--- src/rtl/hazard_resolve_if.sv ---
// Bundle of signals between the hazard detector/pipeline and the hazard
// resolve unit: detector flags and pipeline events in, pipeline controls,
// forwarding selects and performance counters out.
interface hazard_resolve_if #(
   parameter int CNT_W = 16
);
   logic [10:0]      haz;
   logic             stall;
   logic             ex_branch_taken;
   logic             md_start;
   logic             md_done;
   logic             pc_en;
   logic             ifid_en;
   logic             ifid_flush;
   logic             idex_en;
   logic             idex_bubble;
   logic [1:0]       fwd_a_sel;
   logic [1:0]       fwd_b_sel;
   logic [1:0]       fwd_cmp_sel;
   logic [1:0]       fwd_r0_sel;
   logic [1:0]       fwd_st_sel;
   logic [CNT_W-1:0] stall_cnt;
   logic [CNT_W-1:0] flush_cnt;

   // Pipeline/detector side: drives hazards and events, consumes controls.
   modport master (
      output haz, stall, ex_branch_taken, md_start, md_done,
      input  pc_en, ifid_en, ifid_flush, idex_en, idex_bubble,
      input  fwd_a_sel, fwd_b_sel, fwd_cmp_sel, fwd_r0_sel, fwd_st_sel,
      input  stall_cnt, flush_cnt
   );

   // Resolve unit side.
   modport slave (
      input  haz, stall, ex_branch_taken, md_start, md_done,
      output pc_en, ifid_en, ifid_flush, idex_en, idex_bubble,
      output fwd_a_sel, fwd_b_sel, fwd_cmp_sel, fwd_r0_sel, fwd_st_sel,
      output stall_cnt, flush_cnt
   );
endinterface

--- src/rtl/hazard_resolve_unit.sv ---
// Hazard resolve unit: turns decode-stage hazard flags into registered EX
// forwarding selects, and sequences pipeline hold/bubble/flush for taken
// branches, load-use stalls and multi-cycle multiply/divide.
module hazard_resolve_unit #(
   parameter int STALL_CYCLES = 1,
   parameter int CNT_W        = 16
) (
   input  logic            clk,
   input  logic            rst,
   hazard_resolve_if.slave bus
);

   typedef enum logic [1:0] {
      RUN     = 2'd0,
      LDSTALL = 2'd1,
      MDWAIT  = 2'd2
   } state_t;

   state_t           state;
   state_t           state_nxt;
   logic [1:0]       rem;
   logic [1:0]       rem_nxt;
   logic             stall_inc;
   logic             flush_inc;
   logic [1:0]       a_nxt;
   logic [1:0]       b_nxt;
   logic [1:0]       cmp_nxt;
   logic [1:0]       r0_nxt;
   logic [1:0]       st_nxt;
   logic [CNT_W-1:0] stall_cnt_q;
   logic [CNT_W-1:0] flush_cnt_q;

   // State and remaining-bubble register.
   always_ff @(posedge clk) begin
      if (rst) begin
         state <= RUN;
         rem   <= 2'd0;
      end else begin
         state <= state_nxt;
         rem   <= rem_nxt;
      end
   end

   // Next-state logic: branch flush beats multiply/divide beats load-use stall.
   always_comb begin
      state_nxt = state;
      rem_nxt   = rem;
      case (state)
         RUN: begin
            if (bus.ex_branch_taken) begin
               state_nxt = RUN;
            end else if (bus.md_start) begin
               if (!bus.md_done) state_nxt = MDWAIT;
            end else if (bus.stall) begin
               if (STALL_CYCLES > 1) begin
                  rem_nxt   = 2'(STALL_CYCLES - 2);
                  state_nxt = LDSTALL;
               end
            end
         end
         LDSTALL: begin
            if (bus.ex_branch_taken || rem == 2'd0) begin
               rem_nxt   = 2'd0;
               state_nxt = RUN;
            end else begin
               rem_nxt = rem - 2'd1;
            end
         end
         MDWAIT: begin
            if (bus.md_done) state_nxt = RUN;
         end
         default: begin
            rem_nxt   = 2'd0;
            state_nxt = RUN;
         end
      endcase
   end

   // Pipeline control outputs and counter increment strobes.
   always_comb begin
      bus.pc_en       = 1'b1;
      bus.ifid_en     = 1'b1;
      bus.idex_en     = 1'b1;
      bus.ifid_flush  = 1'b0;
      bus.idex_bubble = 1'b0;
      stall_inc       = 1'b0;
      flush_inc       = 1'b0;
      case (state)
         RUN: begin
            if (bus.ex_branch_taken) begin
               bus.ifid_flush  = 1'b1;
               bus.idex_bubble = 1'b1;
               flush_inc       = 1'b1;
            end else if (bus.md_start) begin
               if (!bus.md_done) begin
                  bus.pc_en   = 1'b0;
                  bus.ifid_en = 1'b0;
                  bus.idex_en = 1'b0;
               end
            end else if (bus.stall) begin
               bus.pc_en       = 1'b0;
               bus.ifid_en     = 1'b0;
               bus.idex_bubble = 1'b1;
               stall_inc       = 1'b1;
            end
         end
         LDSTALL: begin
            if (bus.ex_branch_taken) begin
               bus.ifid_flush  = 1'b1;
               bus.idex_bubble = 1'b1;
               flush_inc       = 1'b1;
            end else begin
               bus.pc_en       = 1'b0;
               bus.ifid_en     = 1'b0;
               bus.idex_bubble = 1'b1;
               stall_inc       = 1'b1;
            end
         end
         MDWAIT: begin
            if (!bus.md_done) begin
               bus.pc_en   = 1'b0;
               bus.ifid_en = 1'b0;
               bus.idex_en = 1'b0;
            end
         end
         default: begin
            bus.pc_en = 1'b1;
         end
      endcase
   end

   // Priority decode of hazard flags into the next forwarding selects.
   always_comb begin
      a_nxt   = bus.haz[1] ? 2'b01 : (bus.haz[0] ? 2'b10 : 2'b00);
      b_nxt   = bus.haz[2] ? 2'b01 : (bus.haz[3] ? 2'b10 : 2'b00);
      cmp_nxt = bus.haz[4] ? 2'b01 : (bus.haz[5] ? 2'b10 : 2'b00);
      r0_nxt  = bus.haz[6] ? 2'b01 : (bus.haz[7] ? 2'b10 : 2'b00);
      st_nxt  = bus.haz[10] ? 2'b01 :
                (bus.haz[8] ? 2'b11 : (bus.haz[9] ? 2'b10 : 2'b00));
   end

   // ID/EX select registers: cleared by a bubble, frozen while ID/EX holds.
   always_ff @(posedge clk) begin
      if (rst || bus.idex_bubble) begin
         bus.fwd_a_sel   <= 2'b00;
         bus.fwd_b_sel   <= 2'b00;
         bus.fwd_cmp_sel <= 2'b00;
         bus.fwd_r0_sel  <= 2'b00;
         bus.fwd_st_sel  <= 2'b00;
      end else if (bus.idex_en) begin
         bus.fwd_a_sel   <= a_nxt;
         bus.fwd_b_sel   <= b_nxt;
         bus.fwd_cmp_sel <= cmp_nxt;
         bus.fwd_r0_sel  <= r0_nxt;
         bus.fwd_st_sel  <= st_nxt;
      end
   end

   // Saturating bubble and flush counters.
   always_ff @(posedge clk) begin
      if (rst) begin
         stall_cnt_q <= '0;
         flush_cnt_q <= '0;
      end else begin
         if (stall_inc && stall_cnt_q != {CNT_W{1'b1}})
            stall_cnt_q <= stall_cnt_q + CNT_W'(1);
         if (flush_inc && flush_cnt_q != {CNT_W{1'b1}})
            flush_cnt_q <= flush_cnt_q + CNT_W'(1);
      end
   end

   assign bus.stall_cnt = stall_cnt_q;
   assign bus.flush_cnt = flush_cnt_q;

endmodule

--- src/flat_wrapper.sv ---
// flat-port wrapper written by rule: the top's interface ports become plain ports
module hazard_resolve_unit_flat 
#(
   parameter int STALL_CYCLES = 1,
   parameter int CNT_W        = 16
)
  (clk, rst, bus_haz, bus_stall, bus_ex_branch_taken, bus_md_start, bus_md_done, bus_pc_en, bus_ifid_en, bus_ifid_flush, bus_idex_en, bus_idex_bubble, bus_fwd_a_sel, bus_fwd_b_sel, bus_fwd_cmp_sel, bus_fwd_r0_sel, bus_fwd_st_sel, bus_stall_cnt, bus_flush_cnt);
  hazard_resolve_if #(.CNT_W(CNT_W)) bus_i ();
  input  logic clk;
  input  logic rst;
  input wire logic [$bits(bus_i.haz)-1:0] bus_haz;
  input wire logic [$bits(bus_i.stall)-1:0] bus_stall;
  input wire logic [$bits(bus_i.ex_branch_taken)-1:0] bus_ex_branch_taken;
  input wire logic [$bits(bus_i.md_start)-1:0] bus_md_start;
  input wire logic [$bits(bus_i.md_done)-1:0] bus_md_done;
  output wire logic [$bits(bus_i.pc_en)-1:0] bus_pc_en;
  output wire logic [$bits(bus_i.ifid_en)-1:0] bus_ifid_en;
  output wire logic [$bits(bus_i.ifid_flush)-1:0] bus_ifid_flush;
  output wire logic [$bits(bus_i.idex_en)-1:0] bus_idex_en;
  output wire logic [$bits(bus_i.idex_bubble)-1:0] bus_idex_bubble;
  output wire logic [$bits(bus_i.fwd_a_sel)-1:0] bus_fwd_a_sel;
  output wire logic [$bits(bus_i.fwd_b_sel)-1:0] bus_fwd_b_sel;
  output wire logic [$bits(bus_i.fwd_cmp_sel)-1:0] bus_fwd_cmp_sel;
  output wire logic [$bits(bus_i.fwd_r0_sel)-1:0] bus_fwd_r0_sel;
  output wire logic [$bits(bus_i.fwd_st_sel)-1:0] bus_fwd_st_sel;
  output wire logic [$bits(bus_i.stall_cnt)-1:0] bus_stall_cnt;
  output wire logic [$bits(bus_i.flush_cnt)-1:0] bus_flush_cnt;
  assign bus_i.haz = bus_haz;
  assign bus_i.stall = bus_stall;
  assign bus_i.ex_branch_taken = bus_ex_branch_taken;
  assign bus_i.md_start = bus_md_start;
  assign bus_i.md_done = bus_md_done;
  assign bus_pc_en = bus_i.pc_en;
  assign bus_ifid_en = bus_i.ifid_en;
  assign bus_ifid_flush = bus_i.ifid_flush;
  assign bus_idex_en = bus_i.idex_en;
  assign bus_idex_bubble = bus_i.idex_bubble;
  assign bus_fwd_a_sel = bus_i.fwd_a_sel;
  assign bus_fwd_b_sel = bus_i.fwd_b_sel;
  assign bus_fwd_cmp_sel = bus_i.fwd_cmp_sel;
  assign bus_fwd_r0_sel = bus_i.fwd_r0_sel;
  assign bus_fwd_st_sel = bus_i.fwd_st_sel;
  assign bus_stall_cnt = bus_i.stall_cnt;
  assign bus_flush_cnt = bus_i.flush_cnt;
  hazard_resolve_unit #(.STALL_CYCLES(STALL_CYCLES), .CNT_W(CNT_W)) u_core (.clk(clk), .rst(rst), .bus(bus_i));
endmodule
--- config.mk ---
export PLATFORM = sky130hd
export DESIGN_NAME = hazard_resolve_unit_flat
export DESIGN_NICKNAME = d
export VERILOG_FILES = /design/src/rtl/hazard_resolve_if.sv /design/src/rtl/hazard_resolve_unit.sv /design/src/flat_wrapper.sv
export SDC_FILE = /design/constraint.sdc
export NUM_CORES = 1
export LEC_CHECK = 0
export ABC_AREA = 1
export CAP_MARGIN = 5
export CORE_MARGIN = 1.5
export CORE_UTILIZATION = 48
export DETAILED_ROUTE_END_ITERATION = 7
export PLACE_DENSITY = 0.91
export SLEW_MARGIN = 20
export SYNTH_ARGS = -nofsm -noshare
export SYNTH_HDL_FRONTEND = slang
export SYNTH_SLANG_ARGS = --single-unit
--- constraint.sdc ---
create_clock -name clk -period 2 [get_ports clk]
set_clock_uncertainty 0.2 [all_clocks]
set_input_delay 0.4 -clock clk [delete_from_list [all_inputs] [get_ports clk]]
set_output_delay 0.4 -clock clk [all_outputs]
set_load 0.02 [all_outputs]
==> results_dict.tcl <==
set metrics [dict create \
    final_hpwl_dp_mm 4.43 \
    die_w_um 72.5 \
    synth.ff_latch_count 43 \
    mean_area_per_synthesized_cell_um2 6.38 \
    groute.layer.met1.usage_pct 27.2 \
    slowest_cell_on_crit_path "clkdlybuf4s50_1" \
    shortest_clock_period_the_worst_path_allows_after_layout_ps 1960 \
    maxSlewHeadroom_pct 74.8 \
    cts_tree "built" \
    globalRouteTotalUtil_pct 23.0 \
    final-instance-count-excl-fill 498 \
    core_area_um2 4690 \
    run_status "finished clean" \
    setup_viol_count_final 0 \
    place_congestion 0.926 \
    r2r_slack_ps 150 \
    synth_largest_area_cell "dfxtp_1" \
    synth_edf_count 0 \
    cts-buffers-inserted 5 \
    dp_slack_ps -548 \
    min-delay-path-class "reg -> reg" \
    grt_first_pass_wirelength_mm 9.63 \
    hold_viol_final 0 \
    lkg_pwr_nw 1.46 \
    synthArstFlopShare_pct 0 \
    clock_tree.root_cell "clkbuf_8" \
    port_buffers 63 \
    placed_cell_count 489 \
    critPathBufInv 1 \
    antenna-diode-count 0 \
    dieHeight_um 72.5 \
    design.portCount 64 \
    cts_sinks 43 \
    grt-ovfl-total 0 \
    ctsHtreeMaxLevel 2 \
    synth_warnings 0 \
    layout-area-overhead-vs-synth_pct 39.3 \
    tightestPinTransition_ps 378 \
    finalWorstSetupSlack_ps 36.3 \
    synth.area.top_cells "dfxtp_1 37%, nand2_1 15%, nor2_1 15%" \
    cp-start-kind "register" \
    grt_busiest_layer "met2" \
    worst_ir_drop_vdd_v 0.000423 \
    pin_count_of_the_biggest_net_entering_global_routing 17 \
    critical_path_depth 1 \
    maxCapViolations 0 \
    routed_via_density 5.12 \
    r2r_cells 7 \
    cp_max_fo 5 \
    critPathTopFamily "buffers and inverters" \
    detail_route.drc_violations 0 \
    fin_setup_tns_ps 0 \
    fin_total_pwr_mw 1.72 \
    postSynth.topFlopCell "dfxtp_1" \
    crit_required_ps 1400 \
    detailroute.via_count 2548 \
    post_synth_instance_area_um2 2320 \
    critical_path.endpoint "bus_stall_cnt[5]" \
    first_global_vias 2298 \
    post_route_cells_drive_above_1_share_pct 13.3 \
    max_stage_delay_ps 640 \
    nets 462 \
    synthesis.instances 364 \
    clk-insertion-delay-late_ps 300 \
    drt_iter0_markers 142 \
    timing.critical_path.arrival_ps 1360 \
    global_route.usage.met3_pct 5.56 \
    yosysSeqAreaShare_pct 37.1 \
    r2r_start "u_core.bus.stall_cnt[0]" \
    hold_buffers 0 \
    drt_first_pass_iters 5 \
    grt.met2_usage_pct 40.1 \
    wirelength_mm 5.88 \
    criticalPathCategory "reg -> out" \
    clkSlewWorstSetupHoldPaths_ps 80 \
    setup.worst_path.end_class "output pin" \
    cts_max_path_buffers 2 \
    initial_antenna_violation_count 0 \
    reg2reg_to "u_core.bus.stall_cnt[4]" \
    wl_per_cell_um 11.8 \
    top_area_cell_type_share_of_the_netlist_area_pct 37.1 \
    timing.final.max_slew_violations 0 \
    netlist-cell-type-count 29 \
    die_area_um2 5260 \
    max_clock_freq_mhz 509 \
    starting_utilization_of_the_core_area_pct 49.5 \
    syn-num-nets 383 \
    ant_nets 0 \
    worstPathCellList "clkdlybuf4s50_1" \
    number_of_rows_in_the_core_area 25 \
    power_density_nw_per_um2 531 \
    finalCritPeriodShare_pct 98.2 \
    crit_start "u_core.bus.stall_cnt[5]" \
]
[state kept, by name (all words and copies together) (netlist names)]
signal and cells:
u_core.bus.flush_cnt 16, u_core.bus.fwd_a_sel 2, u_core.bus.fwd_b_sel 2, u_core.bus.fwd_cmp_sel 2
u_core.bus.fwd_r0_sel 2, u_core.bus.fwd_st_sel 2, u_core.bus.stall_cnt 16, u_core.state 1
[Yosys cell counts (3+ instances only)]
| cell type | instances |
|---|---|
| nand4_1 | 4 |
| nand2_2 | 3 |
| nand3_1 | 30 |
| nor2_4 | 3 |
| inv_1 | 27 |
| buf_2 | 5 |
| nand3_2 | 4 |
| o21ai_0 | 4 |
| o21ai_1 | 4 |
| nor2_1 | 90 |
| inv_2 | 4 |
| a21oi_1 | 25 |
| dfxtp_1 | 43 |
| nor3_1 | 3 |
| nor2_2 | 6 |
| nand2_1 | 91 |
[logic make-up (layout without fill, tap and decap cells)]
logic type	count (synthesis)	in the layout	share of synthesized area (%)
XOR/XNOR	2	2	0.755
buffers and inverters	41	121	7.55
flip-flops	43	43	37.1
adder cells (fa/ha/maj)	2	2	1.08
AND/OR/NAND/NOR	240	240	45.4
AO/OA/AOI/OAI	36	36	8.09
[routing by layer]
metal  vias up  part of all wire, %  wire length, µm
met5         -                    0                0
met1      1147                   42             2480
met2        91                   50             2930
met4         0                  1.2               72
li1       1303                    -                -
met3         7                  6.9              408
[how the worst min path moves through the flow]
stage                                         from                  endpoint  slack [ps]  cells after the start
after floorplan                                rst   u_core.bus.stall_cnt[2]         270                      1
after global placement    u_core.bus.fwd_st_sel[1]  u_core.bus.fwd_st_sel[1]         250                      2
after detailed placement   u_core.bus.fwd_b_sel[1]   u_core.bus.fwd_b_sel[1]         250                      2
after CTS                  u_core.bus.fwd_b_sel[1]   u_core.bus.fwd_b_sel[1]         270                      2
after global routing      u_core.bus.fwd_st_sel[0]  u_core.bus.fwd_st_sel[0]         290                      2
final                      u_core.bus.fwd_b_sel[1]   u_core.bus.fwd_b_sel[1]         260                      2
[timing repair]
item | 4_1_cts | 5_1_grt
resized for setup | 25 | 16
pin swaps | 0 | 1
hold endpoints to repair | 0 | 0
setup buffers | 0 | 1
setup endpoints to repair | 6 | 14
[report_power, final]
part           internal, mW  total, mW  switching [mW]
registers             0.871      0.883          0.0121
logic                 0.105      0.217           0.112
clock network         0.316      0.618           0.302
[cell type report]
class / instances / area, µm²
inverters: 32 / 120
multi-input cells: 280 / 1310
repair buffers: 81 / 774
fillers: 401 / 1460
clock buffers: 8 / 100
flip-flops and latches: 43 / 861
well taps: 54 / 67.6
[cells in the final DEF (no fill, tap or decap), types with 4 or more instances in the layout]
| cell type | netlist | layout |
|---|---|---|
| nand4_1 | 4 | 4 |
| dfxtp_1 | 43 | 43 |
| nand3_2 | 4 | 5 |
| nand2_1 | 91 | 88 |
| nor2_4 | 3 | 4 |
| o21ai_0 | 4 | 4 |
| nand3_1 | 30 | 29 |
| nand2_2 | 3 | 5 |
| clkbuf_8 | 0 | 7 |
| inv_1 | 27 | 27 |
| nor2_1 | 90 | 89 |
| clkdlybuf4s50_1 | 0 | 48 |
| inv_2 | 4 | 4 |
| dlymetal6s2s_1 | 0 | 9 |
| o21ai_1 | 4 | 4 |
| buf_4 | 2 | 18 |
| nor2_2 | 6 | 6 |
| a21oi_1 | 25 | 25 |
[worst register-to-register path, cell delays in order (launching register included)]
cell and delay (ps):
dfxtp_1 400, ha_1 270, inv_1 70, nor2_1 220, nand2_1 110, o21ai_1 260, nand2_1 80, a21oi_1 160
[metrics by stage]
step                      instance area (µm²)  hold WS (ps)  utilization (%)
final                                    3230           264             68.9
after global routing                     3230           291             68.9
after CTS                                3190           267             67.9
after detailed placement                 3090           254             65.9
after global placement                   3090           245             65.9
after floorplan                          2320           269                -
(Power assumes the default switching activity.)
